[config.mk]
export PLATFORM = sky130hd
export DESIGN_NAME = leak_reversal_engine
export DESIGN_NICKNAME = d
export VERILOG_FILES = /design/src/rtl/leak_reversal_engine.sv
export SDC_FILE = /design/constraint.sdc
export NUM_CORES = 1
export LEC_CHECK = 0
export CAP_MARGIN = 15
export CORE_MARGIN = 2
export CORE_UTILIZATION = 40
export DETAILED_ROUTE_END_ITERATION = 16
export MAX_ROUTING_LAYER = met4
export PLACE_DENSITY_LB_ADDON = 0.08
export SLEW_MARGIN = 30
export SYNTH_ARGS = -nofsm -noshare
export SYNTH_HDL_FRONTEND = slang
export SYNTH_SLANG_ARGS = --single-unit
[constraint.sdc]
create_clock -name clk -period 5.2 [get_ports clk]
set_clock_uncertainty 0.1 [all_clocks]
set_input_delay 0.52 -clock clk [delete_from_list [all_inputs] [get_ports clk]]
set_output_delay 0.52 -clock clk [all_outputs]
set_load 0.02 [all_outputs]
[src/rtl/leak_reversal_engine.sv]
// leak_reversal_engine: time-multiplexed, two-stage pipelined leak/reversal stage.
// Each beat carries a channel index, a signed leak and a signed membrane potential.
// The per-channel mode register selects how the leak is applied.
// The result is saturated to POT_W bits.
// Optional build macro LEAK_SAT_CNT_EN adds the sat_cnt output and the sat_cnt_clr input.
// sat_cnt is a saturating 16-bit count of clamped beats accepted downstream.
module leak_reversal_engine #(
    parameter int LEAK_W = 8,
    parameter int POT_W  = 16,
    parameter int NUM_CH = 4,
    parameter int CH_W   = $clog2(NUM_CH)
) (
    input  logic                     clk,
    input  logic                     rst_n,
    input  logic                     cfg_we,
    input  logic [CH_W-1:0]          cfg_ch,
    input  logic [1:0]               cfg_mode,
    input  logic                     in_valid,
    output logic                     in_ready,
    input  logic [CH_W-1:0]          in_ch,
    input  logic signed [LEAK_W-1:0] in_leak,
    input  logic signed [POT_W-1:0]  in_vm,
    output logic                     out_valid,
    input  logic                     out_ready,
    output logic [CH_W-1:0]          out_ch,
    output logic signed [POT_W-1:0]  out_vm,
    output logic                     out_sat
`ifdef LEAK_SAT_CNT_EN
    ,
    input  logic                     sat_cnt_clr,
    output logic [15:0]              sat_cnt
`endif
);

    // Mode encodings
    localparam logic [1:0] MODE_NORMAL = 2'b00;
    localparam logic [1:0] MODE_INVERT = 2'b01;
    localparam logic [1:0] MODE_ZERO   = 2'b10;

    // Effective leak from mode, sign-extended leak and the incoming potential.
    // Negating the most negative leak is safe because POT_W > LEAK_W.
    function automatic logic signed [POT_W-1:0] eff_leak(
        input logic [1:0]              mode,
        input logic signed [POT_W-1:0] l,
        input logic signed [POT_W-1:0] vm
    );
        logic signed [POT_W-1:0] le;
        case (mode)
            MODE_NORMAL: le = l;
            MODE_INVERT: le = -l;
            MODE_ZERO:   le = '0;
            default: begin
                if (vm[POT_W-1])   le = -l;
                else if (vm == '0) le = '0;
                else               le = l;
            end
        endcase
        return le;
    endfunction

    // True when the one-bit-wider sum cannot be represented in POT_W bits.
    function automatic logic sat_hit(input logic signed [POT_W:0] s);
        return s[POT_W] ^ s[POT_W-1];
    endfunction

    // Clamp the one-bit-wider sum into the POT_W two's complement range.
    function automatic logic signed [POT_W-1:0] sat_pot(input logic signed [POT_W:0] s);
        logic signed [POT_W-1:0] r;
        if (sat_hit(s))
            r = s[POT_W] ? {1'b1, {(POT_W-1){1'b0}}} : {1'b0, {(POT_W-1){1'b1}}};
        else
            r = s[POT_W-1:0];
        return r;
    endfunction

    logic [1:0]              mode_reg [NUM_CH];
    logic [1:0]              mode_sel;
    logic signed [POT_W-1:0] leak_ext;
    logic                    adv;

    logic                    vld_p1;
    logic [CH_W-1:0]         ch_p1;
    logic signed [POT_W-1:0] vm_p1;
    logic signed [POT_W-1:0] le_p1;
    logic signed [POT_W:0]   sum_p1;

    logic                    vld_p2;
    logic [CH_W-1:0]         ch_p2;
    logic signed [POT_W-1:0] vm_p2;
    logic                    sat_p2;

    // Both stages advance together whenever the output slot is free or being taken.
    assign adv      = !vld_p2 || out_ready;
    assign in_ready = adv;
    assign leak_ext = {{(POT_W-LEAK_W){in_leak[LEAK_W-1]}}, in_leak};

    // Mode lookup for the incoming beat.
    // Out-of-range channels fall back to normal mode.
    always_comb begin
        mode_sel = MODE_NORMAL;
        for (int i = 0; i < NUM_CH; i++) begin
            if (in_ch == CH_W'(i)) mode_sel = mode_reg[i];
        end
    end

    // Mode register file.
    // Out-of-range writes match no entry and are dropped.
    always_ff @(posedge clk or negedge rst_n) begin
        if (!rst_n) begin
            for (int i = 0; i < NUM_CH; i++) mode_reg[i] <= 2'b00;
        end else if (cfg_we) begin
            for (int i = 0; i < NUM_CH; i++) begin
                if (cfg_ch == CH_W'(i)) mode_reg[i] <= cfg_mode;
            end
        end
    end

    // ---- stage 1: capture channel, potential and effective leak ----
    // Stage 1 valid bit.
    always_ff @(posedge clk or negedge rst_n) begin
        if (!rst_n)   vld_p1 <= 1'b0;
        else if (adv) vld_p1 <= in_valid;
    end

    // Stage 1 data.
    // The mode read here is the pre-write value on a same-edge config write.
    always_ff @(posedge clk) begin
        if (adv) begin
            ch_p1 <= in_ch;
            vm_p1 <= in_vm;
            le_p1 <= eff_leak(mode_sel, leak_ext, in_vm);
        end
    end

    assign sum_p1 = {vm_p1[POT_W-1], vm_p1} + {le_p1[POT_W-1], le_p1};

    // ---- stage 2: saturating add, registered output ----
    // Output register.
    // It holds while downstream stalls, which keeps the presented beat stable.
    always_ff @(posedge clk or negedge rst_n) begin
        if (!rst_n) begin
            vld_p2 <= 1'b0;
            ch_p2  <= '0;
            vm_p2  <= '0;
            sat_p2 <= 1'b0;
        end else if (adv) begin
            vld_p2 <= vld_p1;
            ch_p2  <= ch_p1;
            vm_p2  <= sat_pot(sum_p1);
            sat_p2 <= sat_hit(sum_p1);
        end
    end

    assign out_valid = vld_p2;
    assign out_ch    = ch_p2;
    assign out_vm    = vm_p2;
    assign out_sat   = sat_p2;

`ifdef LEAK_SAT_CNT_EN
    // Count clamped beats taken by downstream.
    // Clear wins, and the count sticks at all-ones.
    always_ff @(posedge clk or negedge rst_n) begin
        if (!rst_n)
            sat_cnt <= '0;
        else if (sat_cnt_clr)
            sat_cnt <= '0;
        else if (vld_p2 && out_ready && sat_p2 && sat_cnt != 16'hFFFF)
            sat_cnt <= sat_cnt + 16'd1;
    end
`endif

endmodule

==> flow_summary.ini <==
[critical_path]
cp_max_fo = 20
r2r_end = out_vm[7]
crit_path_start = vm_p1[0]
start_kind = register
cp.required_ps = 5320
reg2reg_slack_ps = 2190
cp-end-kind = register
cp.arrival_ps = 3140
crit_type = register to register
r2r_cells = 9
r2r_start = vm_p1[0]

[grt]
grt_max_degree = 57
track_usage = 0.172
antenna_found_initial = 0
grt_overflow = 0
grt_pass1_wl_um = 12700
first_global_vias = 2530

[floorplan]
rows = 34
initial_core_util = 0.408
die-area_mm2 = 0.00959
ios = 56
die_h_um = 97.9
core_area_mm2 = 0.00864
die_w_um = 97.9

[clock_tree]
clock-sinks = 63
ctsRootBufferMaster = clkbuf_8
cts_max_path_buffers = 2
htreeDepth = 3
cts_tree = built
ctsHoldBuffers = 0
clk_latency_ps = 340
cts.repair.resized = 0
post_cts_buffers = 0
cts_buffers = 9
clk_pin_slew_ps = 80

[drt]
routedWlPerCell_um = 15.4
wl_um = 7590
drc = 0
drt-initial-drc-count = 142
first_pass_iters = 4
viasPerCell = 5.29
drtAntennaViolNets = 0
num_vias = 2607

[final_layout]
fin_nets = 434
regArea_mm2 = 0.00175
drive_above_1_share = 0.106
nFillCells = 816
diodes = 0
instances_no_fill = 493
area_growth_pct = 22.6
multi_input_area_mm2 = 0.00168

[hold_path]
whs_path_depth = 2
min_from = ch_p1[1]
hold_end = out_ch[1]
worstHoldPathType = register to register

[timing]
slew_viol_final = 0
max_freq_ghz = 0.332
slew_headroom = 0.467
post-route-period-util = 0.580
worst_slack_ps = 2190
holdWs_ps = 357
rsz0062_at_grt = no
worstMarginPinSlew_ps = 795
setup_viol = 0
finalHoldViolations = 0
setup_tns_ps = 0
min_period_ps = 3010

[pwr]
vdd_ir_drop_max_uv = 131
cellPowerDensity_mw_per_mm2 = 472
p_leak_nw = 1.69

[synthesis]
async_reset_ff_frac = 0.460
synth-simple-area-share = 0.138
synth_top_family_by_area = compound AO/OA/AOI/OAI gates
synth_fp_nets = 379
synth.avg_cell_area_um2 = 10.9
yosys.area_share.xor_xnor = 0.0326
synth_seq_cells = 63
synth_mux_area_frac = 0.0482
synth-edff-count = 34
netlist_area_mm2 = 0.00353
ys_seq_area_frac = 0.495
synthAdderAreaFrac = 0.0756
syn_inst = 325
ys.flop_type = edfxtp_1
synth_compound_area_frac = 0.180
yosys.cell_types.count = 56
yosysWarnings = 0

[placed_design]
port_buffers = 55
pre_cts_ws_ps = 2170
place_inst = 477
dp.final_hpwl_um = 5800
gp_congestion = 0.890

[run_status]
status = complete, no violations

[flow_run]
max_cap_violations = 0
[synth_stat cells, types with 6 or more instances]
cell,count,share of area
nand3_1,10,0.014
xnor2_1,8,0.020
dfrtp_1,29,0.21
nand2_1,29,0.031
inv_1,8,0.0085
mux2_2,8,0.026
nor2_1,24,0.026
o31ai_1,6,0.013
edfxtp_1,34,0.29
a21oi_1,29,0.041
nor4_1,6,0.011
ha_1,18,0.064
o21ai_0,21,0.030
o21ai_1,11,0.016
[layout by cell type (no fill, tap or decap), types with 3 or more instances in the layout]
cell and instances:
nand2b_1 4, nand3b_1 3, buf_4 3, nand2_1 29, inv_1 7, xnor2_1 8, a211oi_1 3, or3_1 4
dfrtp_1 29, a21o_1 5, o31ai_1 6, nand3_1 10, a21oi_1 29, clkdlybuf4s50_1 55, nor4_1 6, edfxtp_1 34
a31oi_1 3, mux2_2 8, o21ai_1 11, clkbuf_8 9, a22o_1 3, nor2_1 24, ha_1 18, o21ai_0 21
o211ai_1 3
[how the worst max path moves through the flow]
stage,to,cells past startpoint
floorplan,in_ready,3
global placement,le_p1[8],5
detailed placement,le_p1[8],5
CTS,out_vm[7],9
global route,out_vm[10],8
finish,out_vm[7],9
[layer usage]
| layer | GRT usage | wire length (um) | vias to the layer above | share of wire |
|---|---|---|---|---|
| met3 | 0.0429 | 374 | 6 | 0.049 |
| met1 | 0.234 | 3700 | 1218 | 0.49 |
| met4 | 0.0470 | 87 | 0 | 0.011 |
| met2 | 0.257 | 3420 | 63 | 0.45 |
| met5 | - | 0 | - | 0 |
| li1 | - | - | 1320 | - |
[area by class of cell]
class	instances	area share
clock inverters	6	0.00868
clock buffers	10	0.0295
repair buffers	58	0.132
flip-flops and latches	63	0.404
well taps	108	0.0312
inverters	8	0.00694
multi-input cells	240	0.387
[metrics by stage]
| step | util | cell area (um^2) | total power [mW] |
|---|---|---|---|
| after global placement | 0.482 | 4160 | 1.68 |
| after CTS | 0.501 | 4330 | 2.06 |
| after detailed placement | 0.482 | 4160 | 1.69 |
| after global routing | 0.501 | 4330 | 2.19 |
| final | 0.501 | 4330 | 2.04 |
| after floorplan | - | 3530 | 1.39 |
[power breakdown]
part	total, mW	leakage (nW)	internal (mW)	switching, mW
sequential	0.728	0.685	0.670	0.0587
combinational	0.946	0.924	0.420	0.527
clock	0.365	0.0797	0.170	0.195
total	2.04	1.69	1.26	0.781
[critical path, stage by stage, from the launching register on]
cell and delay, ps:
edfxtp_1 380, ha_1 230, fa_1 420, a211oi_1 430, nor4b_2 110, nor2_1 160
o211ai_1 130, a21boi_2 300, maj3_2 380, mux2_4 250
[logic make-up (layout without fill, tap and decap cells)]
logic type                 Yosys count  in the layout
DFF                                 63             63
muxes                               13             13
AOI/OAI and AO/OA                  100            100
buffers and inverters               22             82
and+or+nand+nor                     95             95
xor gates and xnor gates            11             11
adders and majority gates           21             21
Note: power is estimated with default switching activity, not from simulation.
==> edit 1: new RTL, same settings <==
Add an input register stage for `cfg_we`, `cfg_ch` and `cfg_mode`, without a reset; this delays them by one clock. The other inputs are not delayed to match.
--- a/src/rtl/leak_reversal_engine.sv
+++ b/src/rtl/leak_reversal_engine.sv
@@ -38,2 +38,12 @@
     localparam logic [1:0] MODE_ZERO   = 2'b10;
+
+    logic cfg_we_q;
+    logic [CH_W-1:0] cfg_ch_q;
+    logic [1:0] cfg_mode_q;
+
+    always_ff @(posedge clk) begin
+        cfg_we_q   <= cfg_we;
+        cfg_ch_q   <= cfg_ch;
+        cfg_mode_q <= cfg_mode;
+    end
 
@@ -110,5 +120,5 @@
             for (int i = 0; i < NUM_CH; i++) mode_reg[i] <= 2'b00;
-        end else if (cfg_we) begin
+        end else if (cfg_we_q) begin
             for (int i = 0; i < NUM_CH; i++) begin
-                if (cfg_ch == CH_W'(i)) mode_reg[i] <= cfg_mode;
+                if (cfg_ch_q == CH_W'(i)) mode_reg[i] <= cfg_mode_q;
             end
Check against the original RTL: not equivalent (Yosys sat finds a counterexample within 4 cycles, from zero or initial values and one cycle with rst_n low).
==> edit 1 against the unedited design <==
Sequential cell count grew 5. Largest cell class unchanged. Maximum frequency down 9.4%. Sequential power is 5.2% higher. Synthesized area is 0.64% higher. Final area grew 0.46%. Count of clock-buffer cells in the layout shrank 1. Wire length is 4.6% lower. Worst setup slack worse by 310 ps. Total power up 1.4%.
==> edit 1: results (changes against the unedited design) <==
Run status
  • Status: complete, no violations (unchanged)

Synthesis
  • Yosys reg bits: 68 (was 63)
  • XOR/XNOR share of the synthesized area: 3.42% (was 3.26%)
  • Post-synth ARST share: 42.6% (was 46.0%)
  • Post-synthesis mux area share: 3.81% (was 4.82%)
  • Sequential-to-total area share from yosys stat: 52.0% (was 49.5%)
  • Post-synthesis net count: 367 (was 379)
  • Gate Count Post-Synth: 313 (was 325)

Min path
  • Worst hold path startpoint: ch_p1[0]$_DFFE_PP_ (was ch_p1[1]$_DFFE_PP_)

Power
  • Power, Total: 2.07 mW (was 2.04 mW)
  • Max VDD drop: 0.152 mV (was 0.131 mV)
  • Static Leak: 1.68 nW (was 1.69 nW)
  • Sw Share: 37.7% (was 38.3%)

Final layout
  • Logic inverters: 7 (was 8)
  • Ratio of cells with drive above 1 in the final layout: 12.1% (was 10.6%)
  • Non-clock buffer share of cell area: 13.0% (was 13.2%)
  • Final std cells w/o fill: 481 (was 493)
  • Fill cells: 811 (was 816)
  • Final nets: 422 (was 434)

Critical path
  • Critical path fanouts, max: 21 (was 20)
  • Worst r2r dst: out_vm[14]$_DFFE_PN0P_ (was out_vm[7]$_DFFE_PN0P_)
  • Top delay family on crit path: compound AO/OA/AOI/OAI gates (was adder cells)
  • Worst path slowest cell: a21oi_2 (was a211oi_1)

Drt
  • Vias/cell: 5.32 (was 5.29)
  • WL met2: 3110 um (was 3420 um)

Global route
  • First-pass GRT wire length: 12600 um (was 12700 um)
  • GRT met1 Usage: 24.3% (was 23.4%)
  • Met2 GRT Util: 23.8% (was 25.7%)
  • Vias in the first global route: 2549 (was 2530)
  • Total track usage: 17.0% (was 17.2%)

Place
  • Gp weighted congestion: 0.884 (was 0.890)
  • Post-DP HPWL: 5450 um (was 5800 um)
## edit 1: cell count changes after synthesis, sizes merged, moves of 3 or more
cell / change
nand3: -4
a21boi: -4
nand2: -11
buf: -3
o21a: +3
dfxtp: +5
o21ai: -3
a31oi: -3
a21oi: +3
## edit 1: how the worst max path moves through the flow
| stage | cells past startpoint | slack [ps] | end | from |
|---|---|---|---|---|
| after floorplan | 4 | 2380 | in_ready | out_valid$_DFFE_PN0P_ |
| after global placement | 9 | 1910 | out_vm[10]$_DFFE_PN0P_ | vm_p1[0]$_DFFE_PP_ |
| after detailed placement | 9 | 1900 | out_vm[14]$_DFFE_PN0P_ | vm_p1[0]$_DFFE_PP_ |
| after CTS | 9 | 1880 | out_vm[14]$_DFFE_PN0P_ | vm_p1[0]$_DFFE_PP_ |
| after global routing | 9 | 1570 | out_vm[14]$_DFFE_PN0P_ | vm_p1[0]$_DFFE_PP_ |
| final | 9 | 1870 | out_vm[14]$_DFFE_PN0P_ | vm_p1[0]$_DFFE_PP_ |
==> edit 2: new RTL, same settings <==
Made on the original files. Add a define of `LEAK_SAT_CNT_EN`.
--- a/src/rtl/leak_reversal_engine.sv
+++ b/src/rtl/leak_reversal_engine.sv
@@ -6,2 +6,4 @@
 // sat_cnt is a saturating 16-bit count of clamped beats accepted downstream.
+`define LEAK_SAT_CNT_EN
+
 module leak_reversal_engine #(
Ports: changed (added sat_cnt and sat_cnt_clr); port bits go from 56 to 73. No check against the original RTL was run, so the function may have changed too.
==> edit 2 against the unedited design <==
Sequential cell count rose by 16. Critical path depth unchanged. Total power rose by 8.7%. Count of clock-buffer cells in the layout unchanged. Wire length increased by 20%. Worst setup slack got worse by 300 ps. Global-route usage is 0.29 points higher. Synthesized area up 16%. Sequential power rose by 18%. Final area increased by 19%. Largest cell class unchanged.
==> edit 2: results (changes against the unedited design) <==
Timing
  • Final hold slack: 54.0 ps (was 357 ps)
  • Max_slew headroom: 40.5% (was 46.7%)

Min path
  • Worst min path class: in2async (was reg2reg)

Critical path
  • Worst path arrival time: 3400 ps (was 3140 ps)
  • Top delay family on crit path: compound AO/OA/AOI/OAI gates (was adder cells)
  • Worst r2r dst: out_vm[8]$_DFFE_PN0P_ (was out_vm[7]$_DFFE_PN0P_)
  • Critical path fanouts, max: 12 (was 20)
  • Worst path slowest cell: a21oi_1 (was a211oi_1)

Power
  • Max VDD drop: 0.205 mV (was 0.131 mV)
  • Static Leak: 2.06 nW (was 1.69 nW)

Final layout
  • Ratio of cells with drive above 1 in the final layout: 7.66% (was 10.6%)
  • Final nets: 521 (was 434)
  • Area Growth Syn to Fin: 26.2% (was 22.6%)
  • Fill cells: 904 (was 816)

Synthesis
  • XOR/XNOR share of the synthesized area: 5.77% (was 3.26%)
  • Post-synthesis net count: 447 (was 379)
  • Predominant post-synthesis flop cell: dfrtp_1 (was edfxtp_1)
  • Sequential-to-total area share from yosys stat: 52.4% (was 49.5%)
  • Most frequent cell after synthesis: nor2_1 (was edfxtp_1)
  • Compound-Gate Fraction of Synth Area: 12.8% (was 18.0%)

Place
  • Placement Setup Slack: 1880 ps (was 2170 ps)
  • Placed cell areas: 4950 sq um (was 4160 sq um)

Drt
  • DRT iter0 DRCs: 119 (was 142)
  • Drt wl/cell: 15.1 um (was 15.4 um)
  • Routed Wire Length: 9090 um (was 7590 um)

Global route
  • Total track usage: 17.5% (was 17.2%)
  • Met2 GRT Util: 25.2% (was 25.7%)

Run status
  • Status: complete, no violations (unchanged)
==> edit 2: cell types whose count changed in the layout (fill, tap and decap cells not counted), moves of 4 or more <==
cell / before / now
clkdlybuf4s50_1: 55 / 71
dfrtp_1: 29 / 45
nand2_1: 29 / 39
nand3_1: 10 / 16
nand4_1: 2 / 6
nor2_1: 24 / 51
o21ai_1: 11 / 0
xnor2_1: 8 / 15
xor2_1: 2 / 12
==> edit 2: worst max path at each step <==
| stage | endpoint | slack, ps | cells after the start |
|---|---|---|---|
| 6_report | out_vm[8]$_DFFE_PN0P_ | 1890 | 9 |
| 5_1_grt | out_vm[7]$_DFFE_PN0P_ | 1660 | 9 |
| 4_1_cts | out_vm[7]$_DFFE_PN0P_ | 1830 | 8 |
| 3_5_place_dp | out_vm[7]$_DFFE_PN0P_ | 1880 | 8 |
| 3_3_place_gp | out_vm[7]$_DFFE_PN0P_ | 2020 | 8 |
| 2_1_floorplan | in_ready | 2470 | 3 |
==> edit 2: final cells by class <==
cell class	instances	area [sq um]	area share (%)
Inverter	11	41.3	0.799
Clock buffer	10	138	2.66
Tap cell	133	166	3.22
Multi-Input combinational cell	290	1870	36.2
Sequential cell	79	2150	41.5
Clock inverter	6	73.8	1.43
Timing Repair Buffer	74	733	14.2
==> edit 2: metal layers <==
metal,vias to the layer above,part of all wire (%)
met3,8,4.7
met1,1514,50
li1,1571,-
met5,-,0
met2,102,44
met4,0,1.0
==> edit 2: power groups by stage <==
stage	combinational [mW]	sequential, mW	clock (mW)
floorplan	0.484	0.942	0
global placement	0.868	0.870	0
detailed placement	0.871	0.874	0
CTS	0.876	0.861	0.494
global route	0.962	0.876	0.521
finish	0.878	0.858	0.481
